## src/rtl/rom_boot_loader_pkg.sv

```systemverilog
// Shared constants and FSM state type for the UART ROM boot loader.
// Defaults target a 100 MHz clock at 115200 baud and a 1K-word ROM.
package rom_boot_loader_pkg;

  localparam logic [7:0] SYNC_BYTE = 8'hA5;

  localparam int DEF_CLKS_PER_BIT = 868;
  localparam int DEF_ADDR_W       = 10;
  localparam int DEF_DEPTH        = 1024;

  typedef enum logic [2:0] {
    IDLE,
    LEN_LO,
    LEN_HI,
    DATA,
    DONE
  } ld_state_t;

endpackage

```

## src/rtl/rom_boot_loader_uart_rx.sv

```systemverilog
// 8N1 UART byte receiver: 2-flop synchroniser, mid-bit sampling, glitch-rejecting start detect.
// byte_valid/frame_err pulse one cycle at the mid-stop sample; no backpressure, bytes are never held.
module uart_rx
  import rom_boot_loader_pkg::*;
#(
  parameter int CLKS_PER_BIT = DEF_CLKS_PER_BIT
) (
  input  logic       clk_100MHz,
  input  logic       arst,
  input  logic       rx,
  output logic       byte_valid,
  output logic [7:0] byte_data,
  output logic       frame_err
);

  localparam int CW = $clog2(CLKS_PER_BIT);
  localparam logic [CW-1:0] FULL = CW'(CLKS_PER_BIT - 1);
  localparam logic [CW-1:0] HALF = CW'(CLKS_PER_BIT / 2 - 1);

  typedef enum logic [1:0] {
    RX_IDLE,
    RX_START,
    RX_DATA,
    RX_STOP
  } rx_state_t;

  logic          rx_meta;
  logic          rx_sync;
  logic          rx_prev;
  rx_state_t     st;
  logic [CW-1:0] cnt;
  logic [2:0]    bit_idx;
  logic [7:0]    shreg;

  always_ff @(posedge clk_100MHz or posedge arst) begin
    if (arst) begin
      rx_meta    <= 1'b1;
      rx_sync    <= 1'b1;
      rx_prev    <= 1'b1;
      st         <= RX_IDLE;
      cnt        <= '0;
      bit_idx    <= '0;
      shreg      <= '0;
      byte_valid <= 1'b0;
      byte_data  <= '0;
      frame_err  <= 1'b0;
    end else begin
      rx_meta    <= rx;
      rx_sync    <= rx_meta;
      rx_prev    <= rx_sync;
      byte_valid <= 1'b0;
      frame_err  <= 1'b0;
      case (st)
        RX_IDLE: begin
          if (rx_prev && !rx_sync) begin
            st  <= RX_START;
            cnt <= '0;
          end
        end
        RX_START: begin
          // A line that is high again at mid-start was a glitch, not a frame.
          if (cnt == HALF) begin
            cnt <= '0;
            if (rx_sync) begin
              st <= RX_IDLE;
            end else begin
              st      <= RX_DATA;
              bit_idx <= '0;
            end
          end else begin
            cnt <= cnt + 1'b1;
          end
        end
        RX_DATA: begin
          if (cnt == FULL) begin
            cnt   <= '0;
            shreg <= {rx_sync, shreg[7:1]};
            if (bit_idx == 3'd7) begin
              st <= RX_STOP;
            end else begin
              bit_idx <= bit_idx + 3'd1;
            end
          end else begin
            cnt <= cnt + 1'b1;
          end
        end
        RX_STOP: begin
          if (cnt == FULL) begin
            cnt <= '0;
            st  <= RX_IDLE;
            if (rx_sync) begin
              byte_valid <= 1'b1;
              byte_data  <= shreg;
            end else begin
              frame_err <= 1'b1;
            end
          end else begin
            cnt <= cnt + 1'b1;
          end
        end
        default: st <= RX_IDLE;
      endcase
    end
  end

endmodule

```

## src/rtl/rom_boot_loader.sv

```systemverilog
// Loads a UART frame (A5, 16-bit word count, little-endian words) into ROM and holds the CPU meanwhile.
// rom_we fires 1 cycle after the 4th byte of each word; the serial link has no backpressure.
module rom_boot_loader
  import rom_boot_loader_pkg::*;
#(
  parameter int CLKS_PER_BIT = DEF_CLKS_PER_BIT,
  parameter int ADDR_W       = DEF_ADDR_W,
  parameter int DEPTH        = DEF_DEPTH
) (
  input  logic              clk_100MHz,
  input  logic              arst,
  input  logic              uart_rx,
  output logic              rom_we,
  output logic [ADDR_W-1:0] rom_addr,
  output logic [31:0]       rom_wdata,
  output logic              hold,
  output logic              load_done,
  output logic              load_err
);

  localparam logic [16:0] DEPTH_L = 17'(DEPTH);

  logic        byte_valid;
  logic [7:0]  byte_data;
  logic        frame_err;

  ld_state_t         state;
  logic [7:0]        len_lo;
  logic [15:0]       n_words;
  logic [ADDR_W-1:0] word_idx;
  logic [1:0]        byte_cnt;
  logic [23:0]       word_sr;
  logic [15:0]       len_rx;
  logic              last_word;

  uart_rx #(
    .CLKS_PER_BIT(CLKS_PER_BIT)
  ) u_rx (
    .clk_100MHz(clk_100MHz),
    .arst      (arst),
    .rx        (uart_rx),
    .byte_valid(byte_valid),
    .byte_data (byte_data),
    .frame_err (frame_err)
  );

  assign len_rx    = {byte_data, len_lo};
  assign last_word = ({1'b0, n_words} == (17'(word_idx) + 17'd1));

  always_ff @(posedge clk_100MHz or posedge arst) begin
    if (arst) begin
      state     <= IDLE;
      len_lo    <= '0;
      n_words   <= '0;
      word_idx  <= '0;
      byte_cnt  <= '0;
      word_sr   <= '0;
      rom_we    <= 1'b0;
      rom_addr  <= '0;
      rom_wdata <= '0;
      hold      <= 1'b0;
      load_done <= 1'b0;
      load_err  <= 1'b0;
    end else begin
      rom_we    <= 1'b0;
      load_done <= 1'b0;
      if (frame_err) begin
        // Words already written stay written; the frame is simply abandoned.
        load_err <= 1'b1;
        if (state != IDLE) begin
          state <= IDLE;
          hold  <= 1'b0;
        end
      end else begin
        case (state)
          IDLE: begin
            hold <= 1'b0;
            if (byte_valid && byte_data == SYNC_BYTE) begin
              state    <= LEN_LO;
              hold     <= 1'b1;
              load_err <= 1'b0;
            end
          end
          LEN_LO: begin
            if (byte_valid) begin
              len_lo <= byte_data;
              state  <= LEN_HI;
            end
          end
          LEN_HI: begin
            if (byte_valid) begin
              n_words  <= len_rx;
              word_idx <= '0;
              byte_cnt <= '0;
              if (len_rx == 16'd0) begin
                state <= DONE;
              end else if ({1'b0, len_rx} > DEPTH_L) begin
                load_err <= 1'b1;
                hold     <= 1'b0;
                state    <= IDLE;
              end else begin
                state <= DATA;
              end
            end
          end
          DATA: begin
            if (byte_valid) begin
              byte_cnt <= byte_cnt + 2'd1;
              word_sr  <= {byte_data, word_sr[23:8]};
              if (byte_cnt == 2'd3) begin
                rom_we    <= 1'b1;
                rom_addr  <= word_idx;
                rom_wdata <= {byte_data, word_sr};
                word_idx  <= word_idx + 1'b1;
                if (last_word) begin
                  state <= DONE;
                end
              end
            end
          end
          DONE: begin
            // hold stays high through the load_done cycle and drops in IDLE.
            load_done <= 1'b1;
            state     <= IDLE;
          end
          default: state <= IDLE;
        endcase
      end
    end
  end

endmodule

```

## config.mk

```make
export PLATFORM = sky130hd
export DESIGN_NAME = rom_boot_loader
export DESIGN_NICKNAME = d
export VERILOG_FILES = /design/src/rtl/rom_boot_loader_pkg.sv /design/src/rtl/rom_boot_loader_uart_rx.sv /design/src/rtl/rom_boot_loader.sv
export SDC_FILE = /design/constraint.sdc
export NUM_CORES = 1
export LEC_CHECK = 0
export CAP_MARGIN = 10
export CORE_MARGIN = 5
export CORE_UTILIZATION = 63
export CTS_CLUSTER_SIZE = 25
export DETAILED_ROUTE_END_ITERATION = 16
export GPL_TIMING_DRIVEN = 0
export HOLD_SLACK_MARGIN = 0.03
export PLACE_DENSITY = 0.85
export SLEW_MARGIN = 20
export SYNTH_ARGS = -nofsm -noshare
export SYNTH_HDL_FRONTEND = slang
export SYNTH_SLANG_ARGS = --single-unit
```

## constraint.sdc

```tcl
create_clock -name clk_100MHz -period 8.79 [get_ports clk_100MHz]
set_input_delay 1.758 -clock clk_100MHz [delete_from_list [all_inputs] [get_ports clk_100MHz]]
set_output_delay 1.758 -clock clk_100MHz [all_outputs]
set_load 0.005 [all_outputs]
```

==> results.yml, run 1 <==
timing:
  post-route-period-util: 0.3652
  slew_violations: 0
  finalSetupViolCount: 0
  tightest_slew_ns: 0.7256
  skew_ns: 0.006846
  timing.final.ws_setup_ns: 5.580
  relSlewSlack: 0.5163
  hold_violations: 0
  fmax_ghz: 0.3116
  layout_min_cycle_time_ns: 3.210
  whs_ns: 0.3562
  fin_tns_setup_ns: 0
  rsz0062_at_grt: "false"
worst_setup_path:
  max_stage_delay_ns: 0.52
  r2r_setup_slack_ns: 6.36
  crit_family: "buffers and inverters"
  cp.arrival_ns: 1.45
  crit_fanout: 3
  path_buf_inv: 1
  crit_chain: "clkdlybuf4s50_1"
  start_kind: "flip-flop"
  crit_type: "reg2out"
  worst_setup_path_end_kind: "output pin"
  slowest_stage: "clkdlybuf4s50_1"
  required_ns: 7.03
synthesis:
  synth.most_common_cell: "nand2_1"
  synth.net_count: 616
  synth_edf_count: 0
  ys_types: 59
  ys_top_cells_by_count: "nand2_1 (178), dfrtp_1 (142), mux2_2 (56)"
  synth_seq_cells: 145
  synth_area_leader_cell: "dfrtp_1"
  yosysSeqAreaShare: 0.5672
  yosys_warnings: 0
  async_flop_share: 1.000
  synth_top_area_frac: 0.5549
  yosys_most_used_dff: "dfrtp_1"
  synthesis.instances: 603
  synthesis.area_mm2: 0.006404
  synth_area_leaders: "dfrtp_1 (55%), nand2_1 (10%), mux2_2 (9.8%)"
  avgSynthCellArea_um2: 10.62
floorplanning:
  core_mm2: 0.009864
  die_y_um: 110.8
  die_area_mm2: 0.01228
  ios: 49
  rows: 36
  start_util: 0.6492
  die_x_um: 110.8
power:
  ir_worst_vdd_mv: 0.1439
  p_leak_nw: 3.865
  power_density_mw_per_mm2: 205.0
routing:
  drcViolationCount: 0
  dr_total_vias: 4759
  wl_mm: 14.24
  first_pass_iters: 4
  drt_iter0_drc: 365
  detail_route.wl_per_cell_um: 17.43
  via_per_inst: 5.825
  drtAntennaViolNets: 0
final_layout:
  nets: 684
  area_growth_pct: 20.22
  drive_gt1_frac: 0.1754
  n_antenna_cell: 0
clock_network:
  cts_max_path_buffers: 2
  clock-sinks: 145
  path_clk_slew_ns: 0.07
  cts_made_buffers: 17
  cts_tree: "built"
  ctsHoldBuffers: 0
  postCtsSetupBuffers: 0
  cts_max_level: 4
  cts.root.buffer_cell: "clkbuf_8"
  clock_latency_ns: 0.54
  post_cts_resize_count: 0
global_routing:
  grt_pass1_vias: 4915
  grt_pass1_wl_mm: 24.50
  antenna_found_initial: 0
  grt_max_degree: 116
  overflow: 0
  grt_usage: 0.2481
place:
  gp_congestion: 0.9344
  hpwlAfterDp_mm: 9.302
  portBuffers: 48
  preCtsSetupSlack_ns: 5.835
worst_hold_path:
  hold_class: "reg2reg"
run_status:
  outcome: "finished, final reports clean"
run:
  cap_violations: 0
## worst paths after layout
| kind | from | endpoint | cells after the start |
|---|---|---|---|
| min in group asynchronous | arst | rom_wdata[14] | 2 |
| hold / removal | u_rx.rx_meta | u_rx.rx_sync | 0 |
| hold reg to reg | u_rx.rx_meta | u_rx.rx_sync | 0 |
| setup / recovery | hold | hold | 1 |
| setup reg to reg | word_idx[0] | state[1] | 7 |
| max in group asynchronous | arst | len_lo[4] | 3 |
## state kept, by name, indices dropped and copies added (netlist names), named ones only
name             count
rom_wdata           32
word_sr             24
n_words             16
rom_addr            10
u_rx.cnt            10
word_idx            10
len_lo               8
u_rx.byte_data       8
u_rx.shreg           8
state                3
u_rx.bit_idx         3
byte_cnt             2
hold                 1
load_done            1
load_err             1
rom_we               1
u_rx.byte_valid      1
u_rx.frame_err       1
u_rx.rx_meta         1
u_rx.rx_prev         1
u_rx.rx_sync         1
u_rx.st              1
## placed cells by master, fill, tap and decap left out, types with 3 or more instances in the layout
| master | Yosys | routed |
|---|---|---|
| dfrtp_1 | 142 | 142 |
| clkbuf_16 | 0 | 16 |
| inv_6 | 0 | 6 |
| nand4_2 | 3 | 3 |
| inv_1 | 13 | 12 |
| clkbuf_1 | 9 | 9 |
| o21ai_0 | 31 | 31 |
| or3_1 | 3 | 3 |
| nand2_1 | 178 | 178 |
| clkbuf_8 | 0 | 3 |
| clkdlybuf4s50_1 | 0 | 48 |
| bufinv_16 | 0 | 3 |
| o21ai_1 | 5 | 5 |
| and3_1 | 9 | 9 |
| a21oi_1 | 7 | 7 |
| xor2_1 | 5 | 5 |
| mux2i_1 | 3 | 3 |
| a31oi_1 | 4 | 4 |
| o31ai_1 | 5 | 5 |
| nand3_1 | 15 | 15 |
| ha_1 | 10 | 10 |
| nor2b_1 | 6 | 6 |
| mux2_2 | 56 | 56 |
| buf_2 | 11 | 11 |
| and2_1 | 4 | 4 |
| nand2b_1 | 4 | 4 |
| nor2_1 | 16 | 16 |
| xnor2_1 | 8 | 8 |
| buf_4 | 3 | 3 |
| nor3_1 | 5 | 5 |
| dfstp_2 | 3 | 3 |
| nor4_1 | 3 | 3 |
## power by group
group / internal (W) / switching, W
combinational: 0.0000483 / 0.0000902
clock: 0.000453 / 0.000294
sequential: 0.000680 / 0.0000127
## final cells by class
class                   instances  area, um2
clock inverters                13      171.4
well taps                     133      166.4
clock buffers                  19      441.7
inverters                      16      67.56
repair buffers                 49      508.0
multi-input cells             418       2589
flip-flops and latches        145       3632
fillers                       616       2166
plain buffers                  24      122.6
## logic make-up after synthesis
logic type               share of synthesized area
multiplexers                                0.1032
flip-flops                                  0.5672
buffers and inverters                      0.02853
XOR/XNOR                                   0.01778
AO/OA/AOI/OAI                              0.07581
adder cells (fa/ha/maj)                    0.01954
AND/OR/NAND/NOR                             0.1880
## stage by stage
stage	cell area [um2]	instances	power [W]	utilization
floorplan	6404	603	0.0008047	-
global placement	7051	784	0.0008261	0.7147
detailed placement	7086	785	0.0008403	0.7183
CTS	7699	817	0.001584	0.7804
global route	7699	817	0.001639	0.7804
finish	7699	817	0.001578	0.7804
## routing by layer
metal  part of all wire  routed length [um]  track usage  vias to the layer above
met3              0.056                 793      0.06987                       38
li1                   -                   -            -                     2199
met1               0.42                5955       0.3158                     2347
met5                  0                   0            0                        -
met2               0.50                7112       0.4021                      175
met4              0.026                 377       0.1018                        0
Power figures use the tool's default switching activity.
==> run 2: changes to the inputs <==
--- a/config.mk
+++ b/config.mk
@@ -7,12 +7,12 @@
 export LEC_CHECK = 0
 export CAP_MARGIN = 10
 export CORE_MARGIN = 5
-export CORE_UTILIZATION = 63
+export CORE_UTILIZATION = 53
 export CTS_CLUSTER_SIZE = 25
 export DETAILED_ROUTE_END_ITERATION = 16
 export GPL_TIMING_DRIVEN = 0
 export HOLD_SLACK_MARGIN = 0.03
-export PLACE_DENSITY = 0.85
+export PLACE_DENSITY = 0.76
 export SLEW_MARGIN = 20
 export SYNTH_ARGS = -nofsm -noshare
 export SYNTH_HDL_FRONTEND = slang
==> constraint.sdc (replaced) <==
create_clock -name clk_100MHz -period 2.6 [get_ports clk_100MHz]
set_input_delay 0.52 -clock clk_100MHz [delete_from_list [all_inputs] [get_ports clk_100MHz]]
set_output_delay 0.52 -clock clk_100MHz [all_outputs]
set_load 0.005 [all_outputs]
==> run 2 against run 1 <==
  * Combinational power grew to 3.5 times the previous value
  * Via count shrank 4.7%
  * Critical path depth grew 6
  * First-iteration DRC count grew 5.8%
  * Setup slack lost 5.4 ns
  * Clock power grew to 3.5 times the previous value
  * Power grew to 3.5 times the previous value
  * Critical path type is now reg2reg
  * Critical endpoint is now state[1]
  * Largest cell class unchanged
  * Largest power group unchanged
==> results.yml, run 2 (synthesized netlist as in run 1, its figures left out) <==
run_status:
  outcome: "finished, final reports clean"
worst_setup_path:
  timing.rr.end: "state[1]"
  required_ns: 2.90
  worst_setup_path_end_kind: "flip-flop"
  r2r_setup_slack_ns: 0.21
  cp.arrival_ns: 2.69
  max_stage_delay_ns: 0.48
  start_kind: "flip-flop"
  crit_fanout: 7
  slowest_stage: "or4_4"
  crit_type: "reg2reg"
  timing.rr.start: "word_idx[0]"
  crit_chain: "ha_1, nand3_1, o21a_1, or4_4, o211ai_2, nand4_2, a221o_1"
  rr_worst_depth: 7
timing:
  relSlewSlack: 0.6171
  finalSetupViolCount: 0
  skew_ns: 0.007924
  whs_ns: 0.3578
  fmax_ghz: 0.4181
  hold_violations: 0
  slew_violations: 0
  rsz0062_at_grt: "false"
  fin_tns_setup_ns: 0
  layout_min_cycle_time_ns: 2.392
  post-route-period-util: 0.9200
  tightest_slew_ns: 0.5743
worst_hold_path:
  holdPathStages: 0
  holdPathEnd: "u_rx.rx_sync"
  worstHoldStart: "u_rx.rx_meta"
  hold_class: "reg2reg"
place:
  hpwlAfterDp_mm: 9.628
  portBuffers: 48
  gp_congestion: 0.8193
floorplanning:
  ios: 49
  core_mm2: 0.01191
  die_x_um: 119.9
  die_y_um: 119.9
  die_area_mm2: 0.01438
  start_util: 0.5376
  rows: 40
final_layout:
  largest_reg_flops: 32
  top_regs: "rom_wdata x32, word_sr x24, n_words x16"
  final_common_cell: "nand2_1"
  mostFrequentLayoutCells: "nand2_1 (178), dfrtp_1 (142), mux2_2 (56), clkdlybuf4s50_1 (48), o21ai_0 (31)"
  nets: 687
  drive_gt1_frac: 0.1790
  area_growth_pct: 22.00
  multi_input_area_mm2: 0.002596
  n_antenna_cell: 0
  nFillCells: 904
  top_register: "rom_wdata"
  regArea_mm2: 0.003632
power:
  power_density_mw_per_mm2: 697.2
  p_leak_nw: 3.906
  ir_worst_vdd_mv: 0.6103
global_routing:
  grt_max_degree: 37
  grt_usage: 0.2003
  grt_pass1_wl_mm: 22.94
  grt_pass1_vias: 4630
  overflow: 0
  antenna_found_initial: 0
clock_network:
  post_cts_resize_count: 0
  ctsHoldBuffers: 0
  clock-sinks: 145
  path_clk_slew_ns: 0.06
  clock_latency_ns: 0.42
  cts_max_path_buffers: 2
  cts_tree: "built"
  cts.root.buffer_cell: "clkbuf_16"
  postCtsSetupBuffers: 0
  cts_max_level: 4
  cts_made_buffers: 17
routing:
  drt_iter0_drc: 386
  detail_route.wl_per_cell_um: 15.89
  wl_mm: 13.25
  drtAntennaViolNets: 0
  drcViolationCount: 0
  first_pass_iters: 4
  via_per_inst: 5.435
  dr_total_vias: 4533
run:
  cap_violations: 0
[run 2: cell count changes in the layout (fill, tap and decap cells not counted), sizes merged]
cell / previous run / this run
inv: 21 / 17
buf: 16 / 19
clkbuf: 28 / 31
bufinv: 3 / 4
[run 2: cell type report]
class / instances / share of cell area
clock buffer: 22 / 0.06070
tap: 147 / 0.02354
timing repair buffer: 52 / 0.07271
clock inverter: 10 / 0.02194
buffer: 24 / 0.01570
multi-input combinational: 418 / 0.3323
sequential: 145 / 0.4649
inverter: 16 / 0.008168
[run 2: how the worst max path moves through the flow]
stage	start	to	slack (ns)	cells past startpoint
global route	u_rx.cnt[0]	u_rx.cnt[7]	0.02	8
floorplan	arst	asynchronous set/reset pin	0.26	1
global placement	arst	word_idx[4]	-0.83	2
finish	word_idx[0]	state[1]	0.21	7
CTS	u_rx.frame_err	n_words[7]	0.15	6
detailed placement	u_rx.frame_err	n_words[7]	0.16	6
[run 2: stage by stage]
stage	area [um2]	total power (W)	instances	worst slack, ns	util
after global placement	7072	0.002800	798	-0.8340	0.5937
after global routing	7812	0.005676	834	0.01759	0.6559
after detailed placement	7159	0.002857	802	0.1613	0.6011
after floorplan	6407	0.002721	603	0.2634	-
after CTS	7805	0.005482	834	0.1515	0.6553
final	7812	0.005447	834	0.2080	0.6559
[run 2: metal layers]
metal | part of all wire | track usage
met1 | 0.43 | 0.2484
met2 | 0.50 | 0.3281
met3 | 0.047 | 0.05184
met4 | 0.030 | 0.09449
met5 | 0 | 0
[run 2: where the power goes]
group / total (W) / internal [W] / switching, W
registers: 0.00234 / 0.00230 / 0.0000379
clock network: 0.00263 / 0.00170 / 0.000933
logic: 0.000481 / 0.000174 / 0.000307
[run 2: worst max-delay path, delay by kind of cell, from the launching register on]
| kind | cells | cell delay [ns] |
|---|---|---|
| simple gates | 3 | 0.80 |
| compound gates | 3 | 0.69 |
| flops | 1 | 0.47 |
| fa+ha+maj | 1 | 0.31 |
